File: src/rtl/face_match_pkg.sv
// face_match_pkg: shared states, widths and byte helper for the face-search scheduler.
package face_match_pkg;

    typedef enum logic [2:0] {
        IDLE,
        LOAD_REF,
        ACCUM,
        PUSH_DIST,
        PUSH_BEST,
        DONE
    } state_e;

    localparam int               ACC_W         = 24;
    localparam logic [ACC_W-1:0] ACC_SAT       = '1;
    localparam logic [15:0]      MIN16_SAT     = 16'hFFFF;
    localparam int               RES_BEST_FLAG = 31;

    function automatic logic [7:0] absdiff8(input logic [7:0] x, input logic [7:0] y);
        return (x > y) ? x - y : y - x;
    endfunction

endpackage

File: src/rtl/face_sad4.sv
// face_sad4: sum of absolute differences of the four unsigned bytes of two words.
module face_sad4
    import face_match_pkg::*;
(
    input  logic [31:0] a_i,
    input  logic [31:0] b_i,
    output logic [9:0]  sad_o
);

    assign sad_o = 10'(absdiff8(a_i[7:0],   b_i[7:0]))
                 + 10'(absdiff8(a_i[15:8],  b_i[15:8]))
                 + 10'(absdiff8(a_i[23:16], b_i[23:16]))
                 + 10'(absdiff8(a_i[31:24], b_i[31:24]));

endmodule

File: src/rtl/face_match_sched.sv
// face_match_sched: loads a reference vector from stream A, pushes the SAD of every
// candidate vector from stream B, then a best-match summary word when B closes.
module face_match_sched
    import face_match_pkg::*;
#(
    parameter int VEC_WORDS = 32,
    parameter int IDX_W     = 15
) (
    input  logic        bus_clk,
    input  logic        bus_rst,
    input  logic        a_open,
    input  logic        a_empty,
    input  logic [31:0] a_data,
    output logic        a_rden,
    input  logic        b_open,
    input  logic        b_empty,
    input  logic [31:0] b_data,
    output logic        b_rden,
    input  logic        res_open,
    input  logic        res_full,
    output logic        res_wren,
    output logic [31:0] res_data,
    output logic        done
);

    localparam int                WCNT_W = $clog2(VEC_WORDS);
    localparam logic [WCNT_W-1:0] LAST   = WCNT_W'(VEC_WORDS - 1);

    state_e            state_q, state_d;
    logic [WCNT_W-1:0] wcnt_q, wcnt_d;
    logic [ACC_W-1:0]  acc_q, acc_d, min_q, min_d;
    logic [IDX_W-1:0]  idx_q, idx_d, best_q, best_d;
    logic              minv_q, minv_d;
    logic [31:0]       ref_ram [VEC_WORDS];
    logic [9:0]        sad;
    logic [ACC_W:0]    acc_sum;
    logic [ACC_W-1:0]  acc_sat;
    logic [15:0]       min16;
    logic              last_word;

    face_sad4 u_sad4 (
        .a_i  (b_data),
        .b_i  (ref_ram[wcnt_q]),
        .sad_o(sad)
    );

    assign acc_sum   = {1'b0, acc_q} + (ACC_W + 1)'(sad);
    assign acc_sat   = acc_sum[ACC_W] ? ACC_SAT : acc_sum[ACC_W-1:0];
    assign min16     = |min_q[ACC_W-1:16] ? MIN16_SAT : min_q[15:0];
    assign last_word = wcnt_q == LAST;

    always_comb begin
        state_d  = state_q;
        wcnt_d   = wcnt_q;
        acc_d    = acc_q;
        min_d    = min_q;
        idx_d    = idx_q;
        best_d   = best_q;
        minv_d   = minv_q;
        a_rden   = 1'b0;
        b_rden   = 1'b0;
        res_wren = 1'b0;
        res_data = '0;
        done     = 1'b0;
        // A closed result file aborts any session before anything else can pop or push.
        if (state_q != IDLE && !res_open) begin
            state_d = IDLE;
            {wcnt_d, acc_d, min_d, idx_d, best_d, minv_d} = '0;
        end else begin
            case (state_q)
                IDLE: begin
                    {wcnt_d, acc_d, min_d, idx_d, best_d, minv_d} = '0;
                    state_d = (a_open && res_open) ? LOAD_REF : IDLE;
                end
                LOAD_REF: begin
                    if (!a_open) begin
                        state_d = IDLE;
                        wcnt_d  = '0;
                    end else if (!a_empty) begin
                        a_rden  = 1'b1;
                        wcnt_d  = last_word ? '0 : wcnt_q + WCNT_W'(1);
                        state_d = last_word ? ACCUM : LOAD_REF;
                    end
                end
                ACCUM: begin
                    if (!b_empty) begin
                        b_rden  = 1'b1;
                        acc_d   = acc_sat;
                        wcnt_d  = last_word ? '0 : wcnt_q + WCNT_W'(1);
                        state_d = last_word ? PUSH_DIST : ACCUM;
                    end else if (!b_open) begin
                        acc_d   = '0;
                        wcnt_d  = '0;
                        state_d = PUSH_BEST;
                    end
                end
                PUSH_DIST: begin
                    if (!res_full) begin
                        res_wren = 1'b1;
                        res_data = 32'(acc_q);
                        if (!minv_q || acc_q < min_q) begin
                            min_d  = acc_q;
                            best_d = idx_q;
                            minv_d = 1'b1;
                        end
                        idx_d   = &idx_q ? idx_q : idx_q + IDX_W'(1);
                        acc_d   = '0;
                        state_d = ACCUM;
                    end
                end
                PUSH_BEST: begin
                    if (!res_full) begin
                        res_wren                = 1'b1;
                        res_data[RES_BEST_FLAG] = 1'b1;
                        res_data[16 +: IDX_W]   = minv_q ? best_q : '1;
                        res_data[15:0]          = minv_q ? min16 : MIN16_SAT;
                        state_d                 = DONE;
                    end
                end
                DONE: done = 1'b1;
                default: state_d = IDLE;
            endcase
        end
    end

    always_ff @(posedge bus_clk or posedge bus_rst) begin
        if (bus_rst) begin
            state_q <= IDLE;
            wcnt_q  <= '0;
            acc_q   <= '0;
            min_q   <= '0;
            idx_q   <= '0;
            best_q  <= '0;
            minv_q  <= 1'b0;
        end else begin
            state_q <= state_d;
            wcnt_q  <= wcnt_d;
            acc_q   <= acc_d;
            min_q   <= min_d;
            idx_q   <= idx_d;
            best_q  <= best_d;
            minv_q  <= minv_d;
        end
    end

    always_ff @(posedge bus_clk) begin
        if (a_rden) ref_ram[wcnt_q] <= a_data;
    end

endmodule

File: config.mk
export PLATFORM = sky130hd
export DESIGN_NAME = face_match_sched
export DESIGN_NICKNAME = d
export VERILOG_FILES = /design/src/rtl/face_match_pkg.sv /design/src/rtl/face_sad4.sv /design/src/rtl/face_match_sched.sv
export SDC_FILE = /design/constraint.sdc
export NUM_CORES = 1
export LEC_CHECK = 0
export ABC_AREA = 1
export ABC_CLOCK_PERIOD_IN_PS = 10300
export CAP_MARGIN = 20
export CORE_MARGIN = 2
export CORE_UTILIZATION = 25
export CTS_CLUSTER_SIZE = 10
export DETAILED_ROUTE_END_ITERATION = 10
export SLEW_MARGIN = 10
export SYNTH_ARGS = -nofsm -noshare
export SYNTH_HDL_FRONTEND = slang
export SYNTH_HIERARCHICAL = 1
export SYNTH_SLANG_ARGS = --single-unit
File: constraint.sdc
create_clock -name bus_clk -period 10.3 [get_ports bus_clk]
set_input_delay 2.06 -clock bus_clk [delete_from_list [all_inputs] [get_ports bus_clk]]
set_output_delay 2.06 -clock bus_clk [all_outputs]
set_load 0.01 [all_outputs]
Yosys cells after proc, flatten, opt, wreduce, memory -nomap -nowiden
Memory sizes are Yosys's and may differ from the RTL's.
Index checks and enable logic that the tools add are counted.
Widths: inputs -> output; s select.

word-level totals
  word-level logic and storage cells = 123
  memories = 1
  flip-flop bits (word level) = 87
  memory bits (writable) = 1024
  output and inout port bits = 36
  input bits = 72

operators by class
  eq/ne operators = 13
  magnitude comparators = 5
  mux-type cells = 65
  reductions and logical operators = 18
  add/subtract/negate cells = 14

memory list
  memory   words  width  rd ports  clocked after memory_dff  wr ports  RTL line                text
  ref_ram  32     32     1         0                         1         face_match_sched.sv:34  logic [31:0] ref_ram [VEC_WORDS];

operators by type and width
  kind                   count
  $mux 24                9
  $mux 15                7
  $pmux 24 s3            1
  $mux 32                2
  $pmux 32 s2            1
  $sub 8x8->8            8
  $pmux 15 s2            2
  $pmux 24 s2            1
  $gt 8x8->1             4
  $mux 16                2
  $mux 8                 4
  $mux 5                 6
  $add 24x10->25         1
  $lt 24x24->1           1
  $mux 3                 7
  $add 10x8->10          2
  $mux 1                 19
  $pmux 3 s6             1
  $add 15x1->15 const B  1
  $pmux 5 s3             1
  $reduce_and 15->1      1
  $ne 3x3->1 const B     4
  $reduce_and 3->1       4
  $add 8x8->9            1
  other kinds (18)       25

Logic depth before layout (Yosys ltp)
An unclocked memory read counts as a cell.

  depth after elaboration = 11
  depth in mapped cells = 45
  mapped depth without buffers = 40

Modules after synthesis
The synthesis kept the hierarchy.

modules (own cells, without submodules)
  module            sequential area each (um^2)  instances  area an instance (um^2)  cells each
  face_match_sched  32926.6                      1          46065.4                  3778
  face_sad4         0.0                          1          3951.3                   668

Least setup slack after synthesis
OpenSTA, ideal clock, no wires.

  kind = input -> register
  from = input port b_data[24]
  to = register acc_q[5]
  cell stages on the path = 30
  path buffers = 1
  data arrival time = 6.607 ns
  required time = 10.177 ns
  library setup time = 0.123 ns
  path slack = 3.570 ns
  cell sequence = inv_1 -> ha_1 -> inv_1 -> fa_1 -> nand2_1 -> nand3_2 -> nand2_1 -> nand2_2 -> nand2_2 -> buf_6 -> nand2_1 -> nand2_1 -> fa_1 -> fa_1 -> ha_1 -> inv_1 -> fa_1 -> o21ai_0 -> nand2_1 -> nand2_1 -> xor2_1 -> ha_1 -> a21oi_1 -> nand3_1 -> nand2_1 -> nand2_1 -> nand2_2 -> inv_2 -> o21ai_0 -> nand2_1

between the ends
  word-level cells in the longest chain between the ends = 8
  elaborated cells between the ends (all ways) = 10
  those cells by class = add/sub: 4; order compare: 1; mux: 5

RTL lines
  item                                       RTL line                 text
  start, declared                            face_match_sched.sv:17   input logic [31:0] b_data,
  $sub 8x8->8 or $gt 8x8->1 (tied branches)  face_match_pkg.sv:19     return (x > y) ? x - y : y - x;
  $mux 8 (*)                                 face_match_pkg.sv:19
  $add 10x8->10 (*)                          face_sad4.sv:13          + 10'(absdiff8(a_i[31:24], b_i[31:24]));
  via sad[7]                                 face_match_sched.sv:35   logic [9:0] sad;
  $add 24x10->25 (*)                         face_match_sched.sv:47   assign acc_sum = {1'b0, acc_q} + (ACC_W + 1)'(sad);
  $mux 24 (*)                                face_match_sched.sv:48   assign acc_sat = acc_sum[ACC_W] ? ACC_SAT : acc_sum[ACC_W-1:0];
  $mux 24 (*)                                face_match_sched.sv:86   if (!b_empty) begin
  $pmux 24 s3 (*)                            face_match_sched.sv:70   case (state_q)
  $mux 24 (*)                                face_match_sched.sv:66   if (state_q != IDLE && !res_open) begin
  end signal, assigned                       face_match_sched.sv:130  acc_q <= '0;
  end signal, assigned                       face_match_sched.sv:138  acc_q <= acc_d;
  end, declared                              face_match_sched.sv:31   logic [ACC_W-1:0] acc_q, acc_d, min_q, min_d;

Mark *: on every way through the listed nets, which the timed path passes. The rest lies on a longest branch.
A chain may end at the register's enable or synchronous reset.

Worst setup path after layout
  from = register wcnt_q[0]
  to = register acc_q[7]

between the ends
  word-level cells in the longest chain between the ends = 11
  elaborated cells between the ends (all ways) = 25
  those cells by class = add/sub: 12; order compare: 4; mux: 8; memory: 1

RTL lines
  item                                       RTL line                 text
  start, declared                            face_match_sched.sv:30   logic [WCNT_W-1:0] wcnt_q, wcnt_d;
  start signal, assigned                     face_match_sched.sv:137  wcnt_q <= wcnt_d;
  $mem_v2 32x32 (*)                          --
  $sub 8x8->8 or $gt 8x8->1 (tied branches)  face_match_pkg.sv:19
  $mux 8                                     face_match_pkg.sv:19
  $add 8x8->9                                face_sad4.sv:11          + 10'(absdiff8(a_i[15:8], b_i[15:8]))
  $add 10x8->10                              face_sad4.sv:12          + 10'(absdiff8(a_i[23:16], b_i[23:16]))
  $add 10x8->10 (*)                          face_sad4.sv:13
  via sad[7]                                 face_match_sched.sv:35
  $add 24x10->25 (*)                         face_match_sched.sv:47
  $mux 24 (*)                                face_match_sched.sv:48
  $mux 24 (*)                                face_match_sched.sv:86
  $pmux 24 s3 (*)                            face_match_sched.sv:70
  $mux 24 (*)                                face_match_sched.sv:66

Marked as above.

==> reports/metrics.csv <==
stage,metric,value,unit
yosys,cell area after synthesis,50000,um2
die,Die X,451,um
critical_path,FF-to-FF path depth,35,
status,outcome,finished clean,
layout,fraction of layout cells with a size suffix above 1,7.38,%
clocking,later-pin clock latency in the skew report,0.77,ns
critical_path,WP data required,10.90,ns
hold_path,WHS Path Cells,2,
die,io pins,108,
yosys,most area-consuming cells after synthesis,"edfxtp_1 61%, o21ai_0 5.4%, nor2_1 5.4%",
yosys,sequential fraction of the synthesis area,65.8,%
layout,Filler Cell Count,20127,
sta,hold_ws,0.469,ns
die,die height,451,um
die,Die Footprint,204000,um2
grt,initial antenna violation count,18,
yosys,Synth top area share,61.5,%
critical_path,r2r startpoint,wcnt_q[0]$_DFFE_PP0P_,
critical_path,CP max FO,175,
yosys,Commonest cells post-synth,"1024 x edfxtp_1, 715 x nor2_1, 552 x nand2_1",
yosys,Yosys reg bits,1111,
critical_path,CP most frequent cell,nand2_1,
pwr,maximum VDD drop,219,uV
sta,Max Fclk,118,MHz
sta,setup TNS,0,ns
sta,Worst-Margin Slew,1.09,ns
sta,Setup Skew,0.0621,ns
critical_path,kind of critical path,register to register,
sta,min cycle time layout,8.46,ns
route,vias per inst,4.84,
place,placed wire-length estimate,84100,um
clocking,Num CTS Buffers,132,
clocking,CTS Buffer Depth,3,
yosys,syn avg cell area,11.2,um2
hold_path,Hold Crit Start,best_q[0]$_DFFE_PP0P_,
run,max_cap viols,0,
yosys,Main synth FF type,edfxtp_1,
critical_path,CP startpoint,wcnt_q[0]$_DFFE_PP0P_,
route,DR iter-0 viols,4322,
grt,grt total ovfl,0,
clocking,Clock transition at path regs,0.06,ns
sta,"Slew Viols, Final",0,
route,DRC Markers,0,
clocking,CTS tree,built,
route,routed length per instance,20.7,um
route,via count,34959,
grt,GRT Total Usage,14.3,%
critical_path,CP peak stage delay,0.76,ns
yosys,Yosys warnings,6,
hold_path,WHS Endpoint,best_q[0]$_DFFE_PP0P_,
yosys,largest area contributor in the netlist,edfxtp_1,
grt,number of global-route vias before repair,33411,
clocking,Post-CTS Setup Repair Bufs,0,
die,number of core rows,164,
place,number of port buffers,107,
sta,Rel. slew slack,27.4,%
critical_path,Critical Path Slowest Stage Cell,inv_8,
yosys,post-synth cell types,49,
grt,first-pass GRT wire length,220000,um
sta,RSZ-0062 raised after global routing,false,
yosys,Syn Nets,4651,
critical_path,Reg2Reg Capture Point,acc_q[7]$_DFFE_PP0P_,
critical_path,Arrival @ worst endpoint,9.06,ns
route,DRT Wirelength,150000,um
pwr,Power Density,205,nW/um2
critical_path,Setup crit end kind,register,
layout,Area growth syn-to-layout,16.3,%
place,Placer Congestion,0.848,
clocking,Root Buffer,clkbuf_16,
route,Initial DRT Pass Iterations,6,
critical_path,startpoint class of the critical path,register,
yosys,Post-synth EDFFs,1024,
layout,final net count,4732,
sta,final count of hold timing violations,0,
grt,largest net degree at the start of global routing,206,
route,post-route ant nets,0,
die,Core Area,199000,um2
yosys,top-count cell post-synth,edfxtp_1,
critical_path,r2r setup slk,1.84,ns
sta,Tcrit/Tclk final,82.1,%
yosys,ys async rst share,7.83,%
pwr,Leakage,21.1,nW
die,Starting Density,25.1,%
yosys,Cells after Synth,4446,
clocking,# clock sinks,1111,
clocking,Hold Buf Count CTS,0,
sta,setup violators final,0,
clocking,post_cts resized,0,
clocking,H-tree depth,4,
hold_path,Worst Hold Class,register to register,
-- power by group --
group / switching (mW) / internal (mW) / total, mW
clock: 1.83 / 2.38 / 4.21
combinational: 1.84 / 0.926 / 2.76
sequential: 0.0103 / 4.94 / 4.95
-- through the flow --
step | power [mW] | setup WS [ns] | area (um2) | util (%) | cells
3_5_place_dp | 7.77 | 2.02 | 54100 | 27.2 | 7032
2_1_floorplan | 7.03 | 3.57 | 50000 | - | 4446
3_3_place_gp | 7.73 | 2.18 | 54100 | 27.2 | 7032
5_1_grt | 12.5 | 1.24 | 58200 | 29.2 | 7224
4_1_cts | 12.0 | 2.02 | 57900 | 29.0 | 7206
6_report | 11.9 | 1.84 | 58200 | 29.2 | 7227
-- critical path, delay by kind of cell (launching register included) --
family          cells  cell delay, ns
buf+inv             6            1.67
compound gates      6            1.33
fa+ha+maj           6            2.37
simple gates       16            1.98
flops               1            0.66
xor+xnor            1            0.19
-- cell families after synthesis --
group | after synthesis | share of synthesized area, %
compound gates | 1044 | 12.3
fa+ha+maj | 133 | 3.70
simple gates | 1544 | 12.6
buf+inv | 569 | 4.81
xor+xnor | 45 | 0.788
flops | 1111 | 65.8
-- cell type report --
cell class	count	area, um2	area share (%)
flip-flops and latches	1111	32900	56.6
diodes	4	10.0	0.0172
repair buffers	194	1910	3.29
inverters	322	1230	2.11
multi-input cells	2766	15000	25.8
well taps	2656	3320	5.71
clock inverters	20	322	0.553
clock buffers	154	3450	5.93
-- registers in the layout, summed over array words and instances (netlist names) --
register,cells
acc_q,24
best_q,15
idx_q,15
min_q,24
minv_q,1
ref_ram,1024
state_q,3
wcnt_q,5
-- metal layers --
layer / up-vias / GRT usage (%) / share of wire (%)
li1: 15920 / - / -
met1: 17220 / 19.7 / 43
met2: 1561 / 22.3 / 45
met3: 242 / 3.01 / 9.2
met4: 16 / 4.43 / 2.6
met5: - / 0 / 0.063
-- cells in the final DEF (no fill, tap or decap), types with 4 or more instances in the layout --
cell type	count
nor3_4	4
ha_1	108
nand3_1	194
clkbuf_1	18
nor2_4	35
a22oi_1	24
edfxtp_1	1024
clkinv_16	5
clkinv_1	4
o21ai_2	5
o21ai_0	543
nand4_1	20
nor2_1	680
nand3_2	6
nor3_1	14
diode_2	4
a21o_1	10
inv_16	5
or2_2	13
inv_1	309
nor2_2	6
a21oi_1	50
a22o_1	124
buf_4	67
clkdlybuf4s50_1	107
inv_2	7
clkbuf_16	134
buf_8	15
o21ai_1	17
fa_1	25
nand2_2	6
xor2_1	34
nand2_1	552
o22ai_1	262
xnor2_1	11
dfrtp_1	85
inv_6	4
-- worst max-delay path by stage --
| stage | endpoint | slack [ns] |
|---|---|---|
| floorplan | acc_q[5]$_DFFE_PP0P_ | 3.57 |
| global placement | acc_q[4]$_DFFE_PP0P_ | 2.18 |
| detailed placement | acc_q[8]$_DFFE_PP0P_ | 2.02 |
| CTS | acc_q[7]$_DFFE_PP0P_ | 2.02 |
| global route | acc_q[6]$_DFFE_PP0P_ | 1.24 |
| finish | acc_q[7]$_DFFE_PP0P_ | 1.84 |
(Power assumes the default switching activity.)
